**src/rtl/riscv_ctrl_pkg.sv**
```systemverilog
// +-------------------------------------------------------------------------+
// | riscv_ctrl_pkg : shared state, opcode and mux-select encodings           |
// | Revision: 1.0                                                            |
// +-------------------------------------------------------------------------+
`default_nettype none

package riscv_ctrl_pkg;

    typedef enum logic [3:0] {
        FETCH    = 4'd0,
        DECODE   = 4'd1,
        MEMADR   = 4'd2,
        MEMREAD  = 4'd3,
        MEMWB    = 4'd4,
        MEMWRITE = 4'd5,
        EXECUTER = 4'd6,
        ALUWB    = 4'd7,
        EXECUTEI = 4'd8,
        BEQ      = 4'd9,
        JAL      = 4'd10
    } statetype_t;

    localparam logic [6:0] OP_LOAD  = 7'b0000011;
    localparam logic [6:0] OP_STORE = 7'b0100011;
    localparam logic [6:0] OP_R     = 7'b0110011;
    localparam logic [6:0] OP_I     = 7'b0010011;
    localparam logic [6:0] OP_BEQ   = 7'b1100011;
    localparam logic [6:0] OP_JAL   = 7'b1101111;

    localparam logic [1:0] ALUOP_ADD   = 2'b00;
    localparam logic [1:0] ALUOP_SUB   = 2'b01;
    localparam logic [1:0] ALUOP_FUNCT = 2'b10;

    localparam logic [1:0] RES_ALUOUT    = 2'b00;
    localparam logic [1:0] RES_DATA      = 2'b01;
    localparam logic [1:0] RES_ALURESULT = 2'b10;

    localparam logic [1:0] SRCA_PC    = 2'b00;
    localparam logic [1:0] SRCA_OLDPC = 2'b01;
    localparam logic [1:0] SRCA_RS1   = 2'b10;

    localparam logic [1:0] SRCB_RS2  = 2'b00;
    localparam logic [1:0] SRCB_IMM  = 2'b01;
    localparam logic [1:0] SRCB_FOUR = 2'b10;

    localparam logic [1:0] IMM_I = 2'b00;
    localparam logic [1:0] IMM_S = 2'b01;
    localparam logic [1:0] IMM_B = 2'b10;
    localparam logic [1:0] IMM_J = 2'b11;

endpackage

`default_nettype wire

```
**src/rtl/instr_dec.sv**
```systemverilog
// +-------------------------------------------------------------------------+
// | instr_dec : opcode -> immediate format select for the extender           |
// | Revision: 1.0                                                            |
// +-------------------------------------------------------------------------+
`default_nettype none

module instr_dec
    import riscv_ctrl_pkg::*;
(
    input  logic [6:0] op,
    output logic [1:0] imm_src
);

    always_comb begin
        imm_src = 2'bxx;
        case (op)
            OP_LOAD,
            OP_I:     imm_src = IMM_I;
            OP_STORE: imm_src = IMM_S;
            OP_BEQ:   imm_src = IMM_B;
            OP_JAL:   imm_src = IMM_J;
            default:  imm_src = 2'bxx;
        endcase
    end

endmodule

`default_nettype wire

```
**src/rtl/main_fsm.sv**
```systemverilog
// +-------------------------------------------------------------------------+
// | main_fsm : multicycle RV32I control FSM (fetch/decode/execute/mem/wb)    |
// | Revision: 1.0                                                            |
// +-------------------------------------------------------------------------+
`default_nettype none

module main_fsm
    import riscv_ctrl_pkg::*;
#(
    parameter bit USE_MEM_READY = 1'b1
) (
    input  logic       clk,
    input  logic       reset,
    input  logic [6:0] op,
    input  logic       mem_ready,
    output logic       pc_update,
    output logic       branch,
    output logic       ir_write,
    output logic       reg_write,
    output logic       mem_write,
    output logic       adr_src,
    output logic [1:0] result_src,
    output logic [1:0] alu_src_a,
    output logic [1:0] alu_src_b,
    output logic [1:0] alu_op,
    output logic [1:0] imm_src,
    output logic       illegal_op,
    output logic [3:0] state_dbg
);

    statetype_t state_q;
    statetype_t state_d;
    logic       w_ready;

    assign w_ready   = USE_MEM_READY ? mem_ready : 1'b1;
    assign state_dbg = state_q;

    instr_dec u_instr_dec (
        .op      (op),
        .imm_src (imm_src)
    );

    always_ff @(posedge clk or posedge reset) begin
        if (reset) begin
            state_q <= FETCH;
        end else begin
            state_q <= state_d;
        end
    end

    always_comb begin
        state_d    = state_q;
        pc_update  = 1'b0;
        branch     = 1'b0;
        ir_write   = 1'b0;
        reg_write  = 1'b0;
        mem_write  = 1'b0;
        adr_src    = 1'b0;
        result_src = RES_ALUOUT;
        alu_src_a  = SRCA_PC;
        alu_src_b  = SRCB_RS2;
        alu_op     = ALUOP_ADD;
        illegal_op = 1'b0;

        case (state_q)
            FETCH: begin
                alu_src_b  = SRCB_FOUR;
                result_src = RES_ALURESULT;
                ir_write   = w_ready;
                pc_update  = w_ready;
                if (w_ready) state_d = DECODE;
            end
            DECODE: begin
                // Precompute the branch target into ALUOut while decoding.
                alu_src_a = SRCA_OLDPC;
                alu_src_b = SRCB_IMM;
                case (op)
                    OP_LOAD,
                    OP_STORE: state_d = MEMADR;
                    OP_R:     state_d = EXECUTER;
                    OP_I:     state_d = EXECUTEI;
                    OP_BEQ:   state_d = BEQ;
                    OP_JAL:   state_d = JAL;
                    default: begin
                        state_d    = FETCH;
                        illegal_op = 1'b1;
                    end
                endcase
            end
            MEMADR: begin
                alu_src_a = SRCA_RS1;
                alu_src_b = SRCB_IMM;
                state_d   = op[5] ? MEMWRITE : MEMREAD;
            end
            MEMREAD: begin
                adr_src = 1'b1;
                if (w_ready) state_d = MEMWB;
            end
            MEMWB: begin
                result_src = RES_DATA;
                reg_write  = 1'b1;
                state_d    = FETCH;
            end
            MEMWRITE: begin
                adr_src   = 1'b1;
                mem_write = w_ready;
                if (w_ready) state_d = FETCH;
            end
            EXECUTER: begin
                alu_src_a = SRCA_RS1;
                alu_src_b = SRCB_RS2;
                alu_op    = ALUOP_FUNCT;
                state_d   = ALUWB;
            end
            EXECUTEI: begin
                alu_src_a = SRCA_RS1;
                alu_src_b = SRCB_IMM;
                alu_op    = ALUOP_FUNCT;
                state_d   = ALUWB;
            end
            ALUWB: begin
                reg_write = 1'b1;
                state_d   = FETCH;
            end
            BEQ: begin
                alu_src_a = SRCA_RS1;
                alu_src_b = SRCB_RS2;
                alu_op    = ALUOP_SUB;
                branch    = 1'b1;
                state_d   = FETCH;
            end
            JAL: begin
                alu_src_a = SRCA_OLDPC;
                alu_src_b = SRCB_FOUR;
                pc_update = 1'b1;
                state_d   = ALUWB;
            end
            default: state_d = FETCH;
        endcase

        // Reset masks everything combinationally so no enable glitches high.
        if (reset) begin
            pc_update  = 1'b0;
            branch     = 1'b0;
            ir_write   = 1'b0;
            reg_write  = 1'b0;
            mem_write  = 1'b0;
            adr_src    = 1'b0;
            result_src = 2'b00;
            alu_src_a  = 2'b00;
            alu_src_b  = 2'b00;
            alu_op     = 2'b00;
            illegal_op = 1'b0;
            state_d    = FETCH;
        end
    end

endmodule

`default_nettype wire

```
**config.mk**
```make
export PLATFORM = sky130hd
export DESIGN_NAME = main_fsm
export DESIGN_NICKNAME = d
export VERILOG_FILES = /design/src/rtl/riscv_ctrl_pkg.sv /design/src/rtl/instr_dec.sv /design/src/rtl/main_fsm.sv
export SDC_FILE = /design/constraint.sdc
export NUM_CORES = 1
export LEC_CHECK = 0
export ABC_CLOCK_PERIOD_IN_PS = 1750
export BUFFER_PORTS_ARGS = -buffer_cell sky130_fd_sc_hd__buf_2
export CAP_MARGIN = 10
export CORE_MARGIN = 5
export CORE_UTILIZATION = 44
export CTS_CLUSTER_DIAMETER = 50
export DETAILED_ROUTE_END_ITERATION = 16
export PLACE_DENSITY = 0.74
export SLEW_MARGIN = 20
export SYNTH_ARGS = -nofsm -noshare
export SYNTH_HDL_FRONTEND = slang
export SYNTH_HIERARCHICAL = 1
export SYNTH_SLANG_ARGS = --single-unit
export TNS_END_PERCENT = 20
```
**constraint.sdc**
```tcl
create_clock -name clk -period 1.75 [get_ports clk]
set_input_delay 0.35 -clock clk [delete_from_list [all_inputs] [get_ports clk]]
set_output_delay 0.35 -clock clk [all_outputs]
set_load 0.05 [all_outputs]
```
==> results_tabular.tex, run 1 <==
\begin{tabular}{lr}
\hline
Metric & Value \\
\hline
\multicolumn{2}{l}{\textbf{Place}} \\
Count of input and output buffers & 30 \\
Total cell area at the placement stage & 0.00101 mm2 \\
Weighted congestion reported at the end of routability-driven placement & just under 0.9 \\
Placed wire-length estimate after detailed placement & 1840 um \\
Number of placed instances with taps included & 149 \\
\multicolumn{2}{l}{\textbf{Clock network}} \\
H-Tree Level Count & 1 \\
Maximum number of buffers from clock root to sink & 2 \\
Number of buffers created by CTS & 3 \\
Clock net sink count & 4 \\
Root cell of the clock tree & sky130\_fd\_sc\_hd\_\_clkbuf\_4 \\
\multicolumn{2}{l}{\textbf{Synthesis}} \\
Mapped Area & between 600 and 700 um2 \\
Most used standard cell by instance count after synthesis & sky130\_fd\_sc\_hd\_\_nand2\_1 \\
Warnings from Yosys & 6 \\
Number of synthesized flops with an enable pin & 0 \\
Commonest cells in the netlist & sky130\_fd\_sc\_hd\_\_nand2\_1, sky130\_fd\_sc\_hd\_\_a21oi\_1, sky130\_fd\_sc\_hd\_\_nor2\_1, sky130\_fd\_sc\_hd\_\_nor2b\_1, sky130\_fd\_sc\_hd\_\_nor3\_1 \\
Top area cells in the synthesized netlist & sky130\_fd\_sc\_hd\_\_dfrtp\_1, sky130\_fd\_sc\_hd\_\_nand2\_1, sky130\_fd\_sc\_hd\_\_a21oi\_1 \\
Post-synth top flop & sky130\_fd\_sc\_hd\_\_dfrtp\_1 \\
Number of nets produced by synthesis & 107 \\
Yosys top cell by area & sky130\_fd\_sc\_hd\_\_dfrtp\_1 \\
Synth Register Bits & 4 \\
Cells after synthesis & 97 \\
Share of async-settable or async-resettable flops after synthesis & 1.00 \\
Avg Synthesized Cell Area & 6.46 um2 \\
Post-synth top area share & 0.160 \\
Sequential cell area fraction in the yosys report & 0.160 \\
Post-synth cell types & 37 \\
\multicolumn{2}{l}{\textbf{Global route}} \\
Pin count of the biggest net entering global routing & 13 \\
Antenna violations before repair & 0 \\
\multicolumn{2}{l}{\textbf{Floorplan}} \\
Die outline height & 47.7 um \\
Site row count & 13 \\
I/O pin count & 31 \\
Chip Width & 47.7 um \\
Initial core utilization & 0.476 \\
\multicolumn{2}{l}{\textbf{Outcome}} \\
Error msg & [ERROR DPL-0033] detailed placement checks failed during check placement. \\
Result of the run & aborted with a tool error \\
Stage at which the flow ended & global routing (5\_1\_grt) \\
\multicolumn{2}{l}{\textbf{STA}} \\
Type of the worst endpoint after the last repair & primary output \\
End pin of the worst setup path after global-route repair & alu\_src\_a[1] \\
\hline
\end{tabular}
## stage by stage
step                hold WS (ns)  setup WS, ns  TNS (ns)   util
CTS                        0.121       -0.0500    -0.234  0.967
detailed placement         0.365        0.0361         0  0.768
global placement           0.366        0.0565         0  0.768
floorplan                  0.291        -0.369     -2.23      -
## logic make-up after synthesis
| logic type | share of synthesized area |
|---|---|
| and+or+nand+nor | 0.473 |
| AOI/OAI and AO/OA | 0.252 |
| buffers and inverters | 0.0878 |
| DFF | 0.160 |
| xor gates and xnor gates | 0.0279 |
## timing repair
action,in CTS
buffers inserted,13
gates resized for setup,50
gates cloned,0
pin swaps,3
endpoints found under the setup margin,15
hold buffers,0
==> run 2, diff against run 1 <==
CORE_AREA = 5 5 66 68   (was default)
CORE_MARGIN = default   (was 5)
CORE_UTILIZATION = default   (was 44)
CTS_CLUSTER_DIAMETER = default   (was 50)
DIE_AREA = 0 0 71 73   (was default)
PLACE_DENSITY = default   (was 0.74)
PLACE_DENSITY_LB_ADDON = 0.15   (was default)
==> results_tabular.tex, run 2 <==
\begin{tabular}{lr}
\hline
Metric & Value \\
\hline
\multicolumn{2}{l}{\textbf{Outcome}} \\
Result of the run & complete, but fails checks \\
Violations in the final reports & negative setup slack \\
\multicolumn{2}{l}{\textbf{Synthesis}} \\
Post-synth top area share & 0.160 \\
Sequential cell area fraction in the yosys report & 0.160 \\
Dominant combinational cell family by area after synthesis & simple AND/OR/NAND/NOR gates \\
Avg Synthesized Cell Area & 6.46 um2 \\
Commonest cells in the netlist & sky130\_fd\_sc\_hd\_\_nand2\_1, sky130\_fd\_sc\_hd\_\_a21oi\_1, sky130\_fd\_sc\_hd\_\_nor2\_1, sky130\_fd\_sc\_hd\_\_nor2b\_1, sky130\_fd\_sc\_hd\_\_nor3\_1 \\
Synth Area in Compound Gates & 0.251 \\
Top area cells in the synthesized netlist & sky130\_fd\_sc\_hd\_\_dfrtp\_1, sky130\_fd\_sc\_hd\_\_nand2\_1, sky130\_fd\_sc\_hd\_\_a21oi\_1 \\
Mapped Area & 627 um2 \\
Post-synth top flop & sky130\_fd\_sc\_hd\_\_dfrtp\_1 \\
XOR/XNOR share of the synthesized area & 0.0279 \\
Cells after synthesis & 97 \\
Share of async-settable or async-resettable flops after synthesis & 1.00 \\
Number of nets produced by synthesis & 107 \\
Warnings from Yosys & 6 \\
Simple-gate portion of the synthesized area & 0.473 \\
Yosys top cell by area & sky130\_fd\_sc\_hd\_\_dfrtp\_1 \\
Number of synthesized flops with an enable pin & 0 \\
Post-synth cell types & 37 \\
Most used standard cell by instance count after synthesis & sky130\_fd\_sc\_hd\_\_nand2\_1 \\
Share of synthesized area spent on multiplexers & 0 \\
Synth Register Bits & 4 \\
Adder and majority cell fraction of the synthesized area & 0 \\
\multicolumn{2}{l}{\textbf{Setup path}} \\
Worst stage delay on the critical path & 0.47 ns \\
Critical Path Start & state\_dbg[1] \\
Total buffers and inverters traversed by the critical path & 2 \\
Standard cell with the maximum stage delay on the critical path & sky130\_fd\_sc\_hd\_\_dfrtp\_2 \\
Startpoint class of the critical path & flop \\
Cell family with the largest share of critical-path delay & flip-flops \\
Cells along the critical path & nor2b\_2, buf\_4, nor4\_4, buf\_6 \\
CP Data Required Time & 1.40 ns \\
Maximum fanout along the worst path & 6 \\
Worst Path Class, Setup & flop to output pin \\
Startpoint of the lowest-slack register-to-register path & state\_dbg[1] \\
Number of stages on the worst setup path & 4 \\
Critical path endpoint category & output pin \\
CP arrival & 1.48 ns \\
Depth of the worst register-to-register path & 6 \\
\multicolumn{2}{l}{\textbf{Clock network}} \\
Clock-pin slew of the registers on the worst-case setup and hold paths & 0.03 ns \\
Clock net sink count & 4 \\
TritonCTS clock tree & built \\
Maximum number of buffers from clock root to sink & 2 \\
Post-CTS Hold Fix Bufs & 0 \\
H-Tree Level Count & 1 \\
Root cell of the clock tree & sky130\_fd\_sc\_hd\_\_clkbuf\_8 \\
Clock latency of the later-clocked register in the worst-skew pair & 0.22 ns \\
Number of buffers created by CTS & 3 \\
\multicolumn{2}{l}{\textbf{Layout}} \\
Post-layout utilization of the core & 0.349 \\
Share of final-layout standard cells stronger than drive strength 1 & 0.638 \\
Number of flip-flops in the largest register & 4 \\
Antenna Diode Count & 0 \\
Number of fillers in the final layout & 410 \\
Signed area change from the synthesized netlist to the final layout & 112\% \\
Most used cells in the layout excluding fill and tap cells & sky130\_fd\_sc\_hd\_\_buf\_4, sky130\_fd\_sc\_hd\_\_buf\_2, sky130\_fd\_sc\_hd\_\_buf\_6 \\
Most common cell after layout, fill and taps aside & sky130\_fd\_sc\_hd\_\_buf\_4 \\
Fin nets & 161 \\
Final Instance Count excl. Fillers & roughly 200 \\
\multicolumn{2}{l}{\textbf{Global route}} \\
Antenna violations before repair & 0 \\
Total congestion overflow & 0 \\
Pin count of the biggest net entering global routing & 11 \\
Total routing usage reported by global routing & 0.106 \\
Wire length of the first global-routing pass & 4370 um \\
Via count of the first global-routing pass & 940 \\
\multicolumn{2}{l}{\textbf{Pwr}} \\
Leak & approximately 0.00057 uW \\
PwrDens & 407 mW/mm2 \\
Combinational fraction of design power & 0.451 \\
Tot Pwr & 540 uW \\
Proportion of power drawn by flip-flops and latches & 0.188 \\
Switching power summed over all nets & roughly 190 uW \\
Clock network fraction of total power & 0.361 \\
Worst vdd rail ir drop & 0.000130 V \\
Pint & 346 uW \\
Sw Ratio & 0.359 \\
\multicolumn{2}{l}{\textbf{Routing}} \\
Drc violations & 0 \\
Final routed wire length divided by cell count & 13.3 um \\
Count of routing violations after the opening detailed-route iteration & 22 \\
Met1 layer wirelength in the final routing & 1070 um \\
Total wirelength of the detailed-routed design & 2650 um \\
Met2 routed WL & roughly 1400 um \\
Number of nets with antenna violations after routing & 0 \\
First-pass iteration count of the detailed router & 4 \\
Highest routed metal layer & met4 \\
Met3 layer wire length in the routed design & 104 um \\
Drt via density & 4.59 \\
Via total after detailed routing & around 910 \\
\multicolumn{2}{l}{\textbf{Floorplan}} \\
Initial core utilization & 0.165 \\
Die area & 0.00518 mm2 \\
I/O pin count & 31 \\
Floorplan core area & 0.00380 mm2 \\
Chip Width & 71 um \\
Die outline height & approximately 73 um \\
Site row count & 23 \\
\multicolumn{2}{l}{\textbf{Job}} \\
Max capacitance violation total & 0 \\
\multicolumn{2}{l}{\textbf{Place}} \\
Number of placed instances with taps included & 190 \\
Count of input and output buffers & 30 \\
Placed wire-length estimate after detailed placement & 2190 um \\
Weighted congestion reported at the end of routability-driven placement & 0.801 \\
Setup slack at placement & -0.000938 ns \\
\multicolumn{2}{l}{\textbf{STA}} \\
Number of pins exceeding their max-slew limit in the final report & 0 \\
Final number of setup-violating endpoints & 8 \\
Setup repair after global routing missed its margin & true \\
Crit path setup slack, layout & -0.0795 ns \\
Minimum clock period & 1.83 ns \\
Post-Route Skew & between 0.003 and 0.004 ns \\
Highest attainable clock frequency & around 550 MHz \\
Fraction of the cycle the final worst path needs & 1.05 \\
Worst-case hold slack & 0.208 ns \\
Worst Tran Pin Value & between 0.2 and 0.3 ns \\
Max transition margin & 0.823 \\
Final Hold Viols & 0 \\
\multicolumn{2}{l}{\textbf{Hold path}} \\
Classification of the worst-slack hold path & input port to async pin \\
\hline
\end{tabular}
## run 2: cell counts after synthesis
Identical to the previous run, type by type.
## run 2: worst register-to-register path: stages (launching register included)
cell and delay [ns]:
sky130_fd_sc_hd__dfrtp_2 0.46, sky130_fd_sc_hd__buf_6 0.16, sky130_fd_sc_hd__nand2b_1 0.12, sky130_fd_sc_hd__or3_1 0.33, sky130_fd_sc_hd__a21oi_1 0.14, sky130_fd_sc_hd__a211oi_1 0.06, sky130_fd_sc_hd__o22ai_1 0.16
## run 2: final cells by class
class,count,area [um2],share of cell area
multi-input combinational,81,644,0.485
timing repair buffer,55,442,0.333
sequential,4,105,0.0792
tap,50,62.6,0.0471
clock buffer,3,41.3,0.0311
inverter,6,32.5,0.0245
## run 2: cells by family after synthesis
kind of cell,after synthesis
DFF,4
buffers and inverters,12
and+or+nand+nor,55
xor gates and xnor gates,2
AOI/OAI and AO/OA,24
## run 2: metrics by stage
stage	instance area, um2	setup TNS (ns)
after floorplan	779	-2.23
after global placement	1090	0
after detailed placement	1090	-0.000938
after CTS	1250	-0.449
after global routing	1330	-1.07
final	1330	-0.356
## run 2: power by group through the flow
stage          Sequential [uW]  Clock (uW)  Combinational, uW
3_3_place_gp               102           0                199
5_1_grt                    102         204                260
2_1_floorplan              107           0                125
4_1_cts                    101         202                230
3_5_place_dp               102           0                200
6_report                   102         195                244
## run 2: final timing paths
kind	end	slack, ns
max	alu_src_b[1]	-0.08
min	state_dbg[0]	0.21
max reg2reg	state_dbg[2]	0.24
min reg2reg	state_dbg[2]	0.76
max in group asynchronous	state_dbg[2]	1.41
min in group clk	state_dbg[3]	0.44
## run 2: what timing repair did
action	CTS	global route
setup buffers	5	1
endpoints found under the setup margin	15	15
pin swaps	2	1
endpoints found under the hold margin	0	0
resized for setup	29	15
## run 2: routing by layer
metal | global-route usage | vias up
met3 | 0.0110 | 4
met2 | 0.203 | 24
met5 | 0 | -
met1 | 0.118 | 430
li1 | - | 456
met4 | 0.0438 | 0
Note: power is estimated with default switching activity, not from simulation.
==> run 3, diff against run 2 <==
PLACE_DENSITY_LB_ADDON = default   (was 0.15)
==> results_tabular.tex, run 3 (synthesized netlist as in run 2, its figures left out) <==
\begin{tabular}{lr}
\hline
Metric & Value \\
\hline
\multicolumn{2}{l}{\textbf{STA}} \\
Final setup TNS & -0.322 ns \\
Number of pins exceeding their max-slew limit in the final report & 0 \\
Highest attainable clock frequency & 549 MHz \\
Max transition margin & 0.813 \\
Final Hold Viols & 0 \\
Minimum clock period & 1.82 ns \\
Fraction of the cycle the final worst path needs & 1.04 \\
Crit path setup slack, layout & -0.0704 ns \\
Final number of setup-violating endpoints & 7 \\
Worst-case hold slack & 0.186 ns \\
Post-Route Skew & 0.00465 ns \\
Worst Tran Pin Value & between 0.2 and 0.3 ns \\
Setup repair after global routing missed its margin & true \\
\multicolumn{2}{l}{\textbf{Hold path}} \\
Classification of the worst-slack hold path & input port to async pin \\
\multicolumn{2}{l}{\textbf{Clock network}} \\
Clock latency of the later-clocked register in the worst-skew pair & between 0.2 and 0.25 ns \\
H-Tree Level Count & 1 \\
Number of buffers created by CTS & 3 \\
Clock-pin slew of the registers on the worst-case setup and hold paths & 0.03 ns \\
Clock net sink count & 4 \\
Maximum number of buffers from clock root to sink & 2 \\
Root cell of the clock tree & sky130\_fd\_sc\_hd\_\_clkbuf\_8 \\
TritonCTS clock tree & built \\
\multicolumn{2}{l}{\textbf{Layout}} \\
Final Instance Count excl. Fillers & 195 \\
Share of final-layout standard cells stronger than drive strength 1 & 0.600 \\
Most used cells in the layout excluding fill and tap cells & sky130\_fd\_sc\_hd\_\_buf\_4, sky130\_fd\_sc\_hd\_\_buf\_2, sky130\_fd\_sc\_hd\_\_nand2\_1, sky130\_fd\_sc\_hd\_\_buf\_6 \\
Signed area change from the synthesized netlist to the final layout & 102\% \\
Antenna Diode Count & 0 \\
Number of flip-flops in the largest register & 4 \\
Fin nets & 157 \\
Post-layout utilization of the core & 0.334 \\
Most common cell after layout, fill and taps aside & sky130\_fd\_sc\_hd\_\_buf\_4 \\
\multicolumn{2}{l}{\textbf{Pwr}} \\
PwrDens & about 400 mW/mm2 \\
Leak & 0.000539 uW \\
Worst vdd rail ir drop & 0.000193 V \\
\multicolumn{2}{l}{\textbf{Floorplan}} \\
Floorplan core area & 0.00380 mm2 \\
Site row count & 23 \\
Chip Width & approximately 71 um \\
I/O pin count & 31 \\
Initial core utilization & 0.165 \\
Die outline height & $\sim$73 um \\
Die area & 0.00518 mm2 \\
\multicolumn{2}{l}{\textbf{Outcome}} \\
Violations in the final reports & negative setup slack \\
Result of the run & complete, but fails checks \\
\multicolumn{2}{l}{\textbf{Setup path}} \\
Depth of the worst register-to-register path & 6 \\
CP Data Required Time & around 1.4 ns \\
Startpoint class of the critical path & flop \\
Startpoint of the lowest-slack register-to-register path & state\_dbg[1] \\
CP arrival & $\sim$1.5 ns \\
Critical path endpoint category & output pin \\
Crit Reg-Reg Endpoint & state\_dbg[2] \\
Maximum fanout along the worst path & 6 \\
Setup slack of the worst register-to-register path & 0.22 ns \\
Worst Path Class, Setup & flop to output pin \\
\multicolumn{2}{l}{\textbf{Global route}} \\
Pin count of the biggest net entering global routing & 13 \\
Antenna violations before repair & 0 \\
Total routing usage reported by global routing & 0.0969 \\
Via count of the first global-routing pass & 868 \\
Wire length of the first global-routing pass & 3960 um \\
Total congestion overflow & 0 \\
\multicolumn{2}{l}{\textbf{Routing}} \\
Drt via density & around 4.7 \\
Number of nets with antenna violations after routing & 0 \\
Drc violations & 0 \\
Total wirelength of the detailed-routed design & between 2000 and 2500 um \\
Via total after detailed routing & 908 \\
Final routed wire length divided by cell count & approximately 12 um \\
Count of routing violations after the opening detailed-route iteration & 37 \\
First-pass iteration count of the detailed router & 4 \\
\multicolumn{2}{l}{\textbf{Place}} \\
Number of placed instances with taps included & 187 \\
Placed wire-length estimate after detailed placement & between 1500 and 2000 um \\
Count of input and output buffers & 30 \\
Setup slack at placement & 0.0194 ns \\
Weighted congestion reported at the end of routability-driven placement & 0.815 \\
\multicolumn{2}{l}{\textbf{Job}} \\
Max capacitance violation total & 0 \\
\hline
\end{tabular}
[run 3: changes by cell type in the layout (fill, tap and decap cells not counted), sizes merged]
cell | previous run | this run
buf | 55 | 51
[run 3: worst max-delay path by stage]
stage,start,endpoint,slack [ns],cells past startpoint
6_report,state_dbg[1],ir_write,-0.07,4
3_3_place_gp,op[5],illegal_op,0.008,6
2_1_floorplan,state_dbg[0],ir_write,-0.37,4
4_1_cts,state_dbg[1],ir_write,-0.06,4
5_1_grt,state_dbg[1],reg_write,-0.14,4
3_5_place_dp,op[5],illegal_op,0.02,6
[run 3: critical path: stages, from the launching register on]
cell and delay (ns):
sky130_fd_sc_hd__dfrtp_2 0.46, sky130_fd_sc_hd__buf_4 0.19, sky130_fd_sc_hd__nor4_4 0.28, sky130_fd_sc_hd__and2_4 0.18, sky130_fd_sc_hd__buf_8 0.13
[run 3: final cells by class]
| cell class | instances | area (um2) |
|---|---|---|
| Clock buffer | 3 | 41.3 |
| Fill cell | 419 | 2530 |
| Inverter | 6 | 32.5 |
| Multi-Input combinational cell | 81 | 633 |
| Sequential cell | 4 | 105 |
| Tap cell | 50 | 62.6 |
| Timing Repair Buffer | 51 | 394 |
[run 3: repair_timing]
item                                    in CTS  in global routing
endpoints found under the setup margin      15                 15
endpoints found under the hold margin        0                  0
hold buffers                                 0                  0
setup buffers                                3                  2
gates resized for setup                     33                  7
pin swaps                                    3                  2
[run 3: report_power, final]
part | switching, uW | internal [uW] | leakage [uW]
Combinational | 130 | 92.4 | 0.000469
Sequential | 7.03 | 95.6 | 0.0000485
Clock | 50.8 | 147 | 0.0000216
Total | 188 | 335 | 0.000539
[run 3: layer usage]
metal	GRT usage	share of wire	up-vias
li1	-	-	450
met2	0.156	0.48	32
met5	0	0	-
met4	0.0564	0.022	0
met1	0.119	0.43	422
met3	0.0220	0.061	4
[run 3: metrics by stage]
step | total power (uW) | cell area, um2
4_1_cts | 524 | 1230
3_3_place_gp | 293 | 1070
5_1_grt | 549 | 1270
3_5_place_dp | 293 | 1070
6_report | 523 | 1270
2_1_floorplan | 232 | 779
==> run 4, diff against run 3 <==
--- a/constraint.sdc
+++ b/constraint.sdc
@@ -3,2 +3,2 @@
 set_output_delay 0.35 -clock clk [all_outputs]
-set_load 0.05 [all_outputs]
+set_load 0.02 [all_outputs]
==> results_tabular.tex, run 4 (synthesized netlist as in run 2, its figures left out) <==
\begin{tabular}{lr}
\hline
Metric & Value \\
\hline
\multicolumn{2}{l}{\textbf{Clock network}} \\
Clock net sink count & 4 \\
Clock latency of the later-clocked register in the worst-skew pair & 0.22 ns \\
Clock-pin slew of the registers on the worst-case setup and hold paths & about 0.030 ns \\
Maximum number of buffers from clock root to sink & 2 \\
TritonCTS clock tree & built \\
Root cell of the clock tree & sky130\_fd\_sc\_hd\_\_clkbuf\_8 \\
H-Tree Level Count & 1 \\
Number of buffers created by CTS & 3 \\
\multicolumn{2}{l}{\textbf{Layout}} \\
Signed area change from the synthesized netlist to the final layout & 66.3\% \\
Share of final-layout standard cells stronger than drive strength 1 & 0.486 \\
Number of flip-flops in the largest register & 4 \\
Final Instance Count excl. Fillers & 188 \\
Most used cells in the layout excluding fill and tap cells & sky130\_fd\_sc\_hd\_\_buf\_2, sky130\_fd\_sc\_hd\_\_buf\_4, sky130\_fd\_sc\_hd\_\_nand2\_1 \\
Fin nets & 150 \\
Post-route cell area & approximately 0.0010 mm2 \\
Most common cell after layout, fill and taps aside & sky130\_fd\_sc\_hd\_\_buf\_2 \\
Antenna Diode Count & 0 \\
\multicolumn{2}{l}{\textbf{Routing}} \\
Final routed wire length divided by cell count & roughly 12 um \\
Drc violations & 0 \\
First-pass iteration count of the detailed router & 4 \\
Number of nets with antenna violations after routing & 0 \\
Drt via density & around 4.6 \\
Via total after detailed routing & 858 \\
Total wirelength of the detailed-routed design & 2310 um \\
Count of routing violations after the opening detailed-route iteration & 28 \\
\multicolumn{2}{l}{\textbf{Setup path}} \\
Critical path endpoint category & output pin \\
CP arrival & around 1.4 ns \\
Worst Path Class, Setup & flop to output pin \\
Maximum fanout along the worst path & 7 \\
Startpoint class of the critical path & flop \\
CP Data Required Time & 1.40 ns \\
\multicolumn{2}{l}{\textbf{Floorplan}} \\
Floorplan core area & about 0.0038 mm2 \\
Die outline height & 73 um \\
Die area & 0.00518 mm2 \\
Site row count & 23 \\
Chip Width & 71 um \\
I/O pin count & 31 \\
Initial core utilization & 0.165 \\
\multicolumn{2}{l}{\textbf{Place}} \\
Number of placed instances with taps included & 182 \\
Placed wire-length estimate after detailed placement & about 1800 um \\
Weighted congestion reported at the end of routability-driven placement & 0.809 \\
Total cell area at the placement stage & around 900 um2 \\
Count of input and output buffers & 30 \\
\multicolumn{2}{l}{\textbf{STA}} \\
Crit path setup slack, layout & -0.00657 ns \\
Highest attainable clock frequency & 569 MHz \\
Fraction of the cycle the final worst path needs & 1.00 \\
Final number of setup-violating endpoints & 1 \\
Post-Route Skew & between 0.002 and 0.0025 ns \\
Setup repair after global routing missed its margin & true \\
Max transition margin & 0.835 \\
Number of pins exceeding their max-slew limit in the final report & 0 \\
Final Hold Viols & 0 \\
Worst Tran Pin Value & 0.245 ns \\
Minimum clock period & between 1.5 and 2 ns \\
\multicolumn{2}{l}{\textbf{Outcome}} \\
Violations in the final reports & negative setup slack \\
Result of the run & complete, but fails checks \\
\multicolumn{2}{l}{\textbf{Global route}} \\
Pin count of the biggest net entering global routing & 12 \\
Total congestion overflow & 0 \\
Via count of the first global-routing pass & slightly above 800 \\
Total routing usage reported by global routing & 0.0851 \\
Wire length of the first global-routing pass & 3650 um \\
Antenna violations before repair & 0 \\
\multicolumn{2}{l}{\textbf{Pwr}} \\
Worst vdd rail ir drop & approximately 0.00043 V \\
Leak & around 0.00048 uW \\
PwrDens & between 400 and 500 mW/mm2 \\
\multicolumn{2}{l}{\textbf{Hold path}} \\
Classification of the worst-slack hold path & input port to async pin \\
\multicolumn{2}{l}{\textbf{Job}} \\
Max capacitance violation total & 0 \\
\hline
\end{tabular}
## run 4: cell count changes in the layout (fill, tap and decap cells not counted), moves of 2 or more
| cell | previous run | this run |
|---|---|---|
| sky130_fd_sc_hd__a21oi_1 | 7 | 9 |
| sky130_fd_sc_hd__a21oi_2 | 2 | 0 |
| sky130_fd_sc_hd__buf_2 | 15 | 25 |
| sky130_fd_sc_hd__buf_4 | 24 | 16 |
| sky130_fd_sc_hd__buf_6 | 11 | 3 |
| sky130_fd_sc_hd__inv_1 | 3 | 5 |
| sky130_fd_sc_hd__inv_4 | 2 | 0 |
| sky130_fd_sc_hd__nand2_4 | 2 | 0 |
| sky130_fd_sc_hd__nor2_2 | 2 | 0 |
| sky130_fd_sc_hd__nor2b_2 | 1 | 3 |
| sky130_fd_sc_hd__nor4_4 | 3 | 1 |
## run 4: where the power goes
part / switching, uW / internal, uW / leakage (uW)
clock network: 54.9 / 147 / 0.0000216
logic: 85.6 / 58.3 / 0.000410
registers: 5.29 / 95.6 / 0.0000485
total: 146 / 301 / 0.000480
## run 4: final cells by class
class,instances,area (um2)
fillers,440,2760
multi-input cells,81,532
repair buffers,44,279
flip-flops and latches,4,105
clock buffers,3,41.3
inverters,6,22.5
well taps,50,62.6
## run 4: metrics by stage
| step | setup slack (ns) | total power [uW] | TNS, ns | hold slack (ns) | util |
|---|---|---|---|---|---|
| floorplan | -0.166 | 176 | -0.464 | 0.297 | - |
| global placement | 0.113 | 227 | 0 | 0.423 | 0.237 |
| detailed placement | 0.109 | 227 | 0 | 0.428 | 0.237 |
| CTS | -0.0312 | 437 | -0.0492 | 0.233 | 0.256 |
| global route | -0.0736 | 467 | -0.389 | 0.267 | 0.274 |
| finish | -0.00657 | 447 | -0.00657 | 0.241 | 0.274 |
## run 4: final timing paths
kind | startpoint | end | slack (ns) | depth (start not counted)
max | state_dbg[0] | alu_src_b[1] | -0.007 | 4
max reg2reg | state_dbg[0] | state_dbg[2] | 0.22 | 6
min reg2reg | state_dbg[1] | state_dbg[3] | 0.72 | 3
min | reset | state_dbg[1] | 0.24 | 3
max in group asynchronous | reset | state_dbg[0] | 1.39 | 3
min in group clk | op[0] | state_dbg[3] | 0.46 | 3
## run 4: worst max-delay path, stage by stage (launching register included)
cell and delay (ns):
sky130_fd_sc_hd__dfrtp_2 0.45, sky130_fd_sc_hd__inv_1 0.14, sky130_fd_sc_hd__nand2_2 0.12, sky130_fd_sc_hd__nor4_1 0.26
sky130_fd_sc_hd__buf_2 0.22
## run 4: routing by layer
metal | part of all wire | up-vias | track usage
met2 | 0.51 | 22 | 0.153
met1 | 0.41 | 402 | 0.0995
met5 | 0 | - | 0
met4 | 0.0052 | 0 | 0.0271
met3 | 0.068 | 2 | 0.0193
li1 | - | 432 | -
## run 4: timing repair
action	in CTS	in global routing
setup endpoints to repair	10	10
hold buffers	0	0
resized for setup	14	10
buffers inserted	0	3
gates cloned	0	0
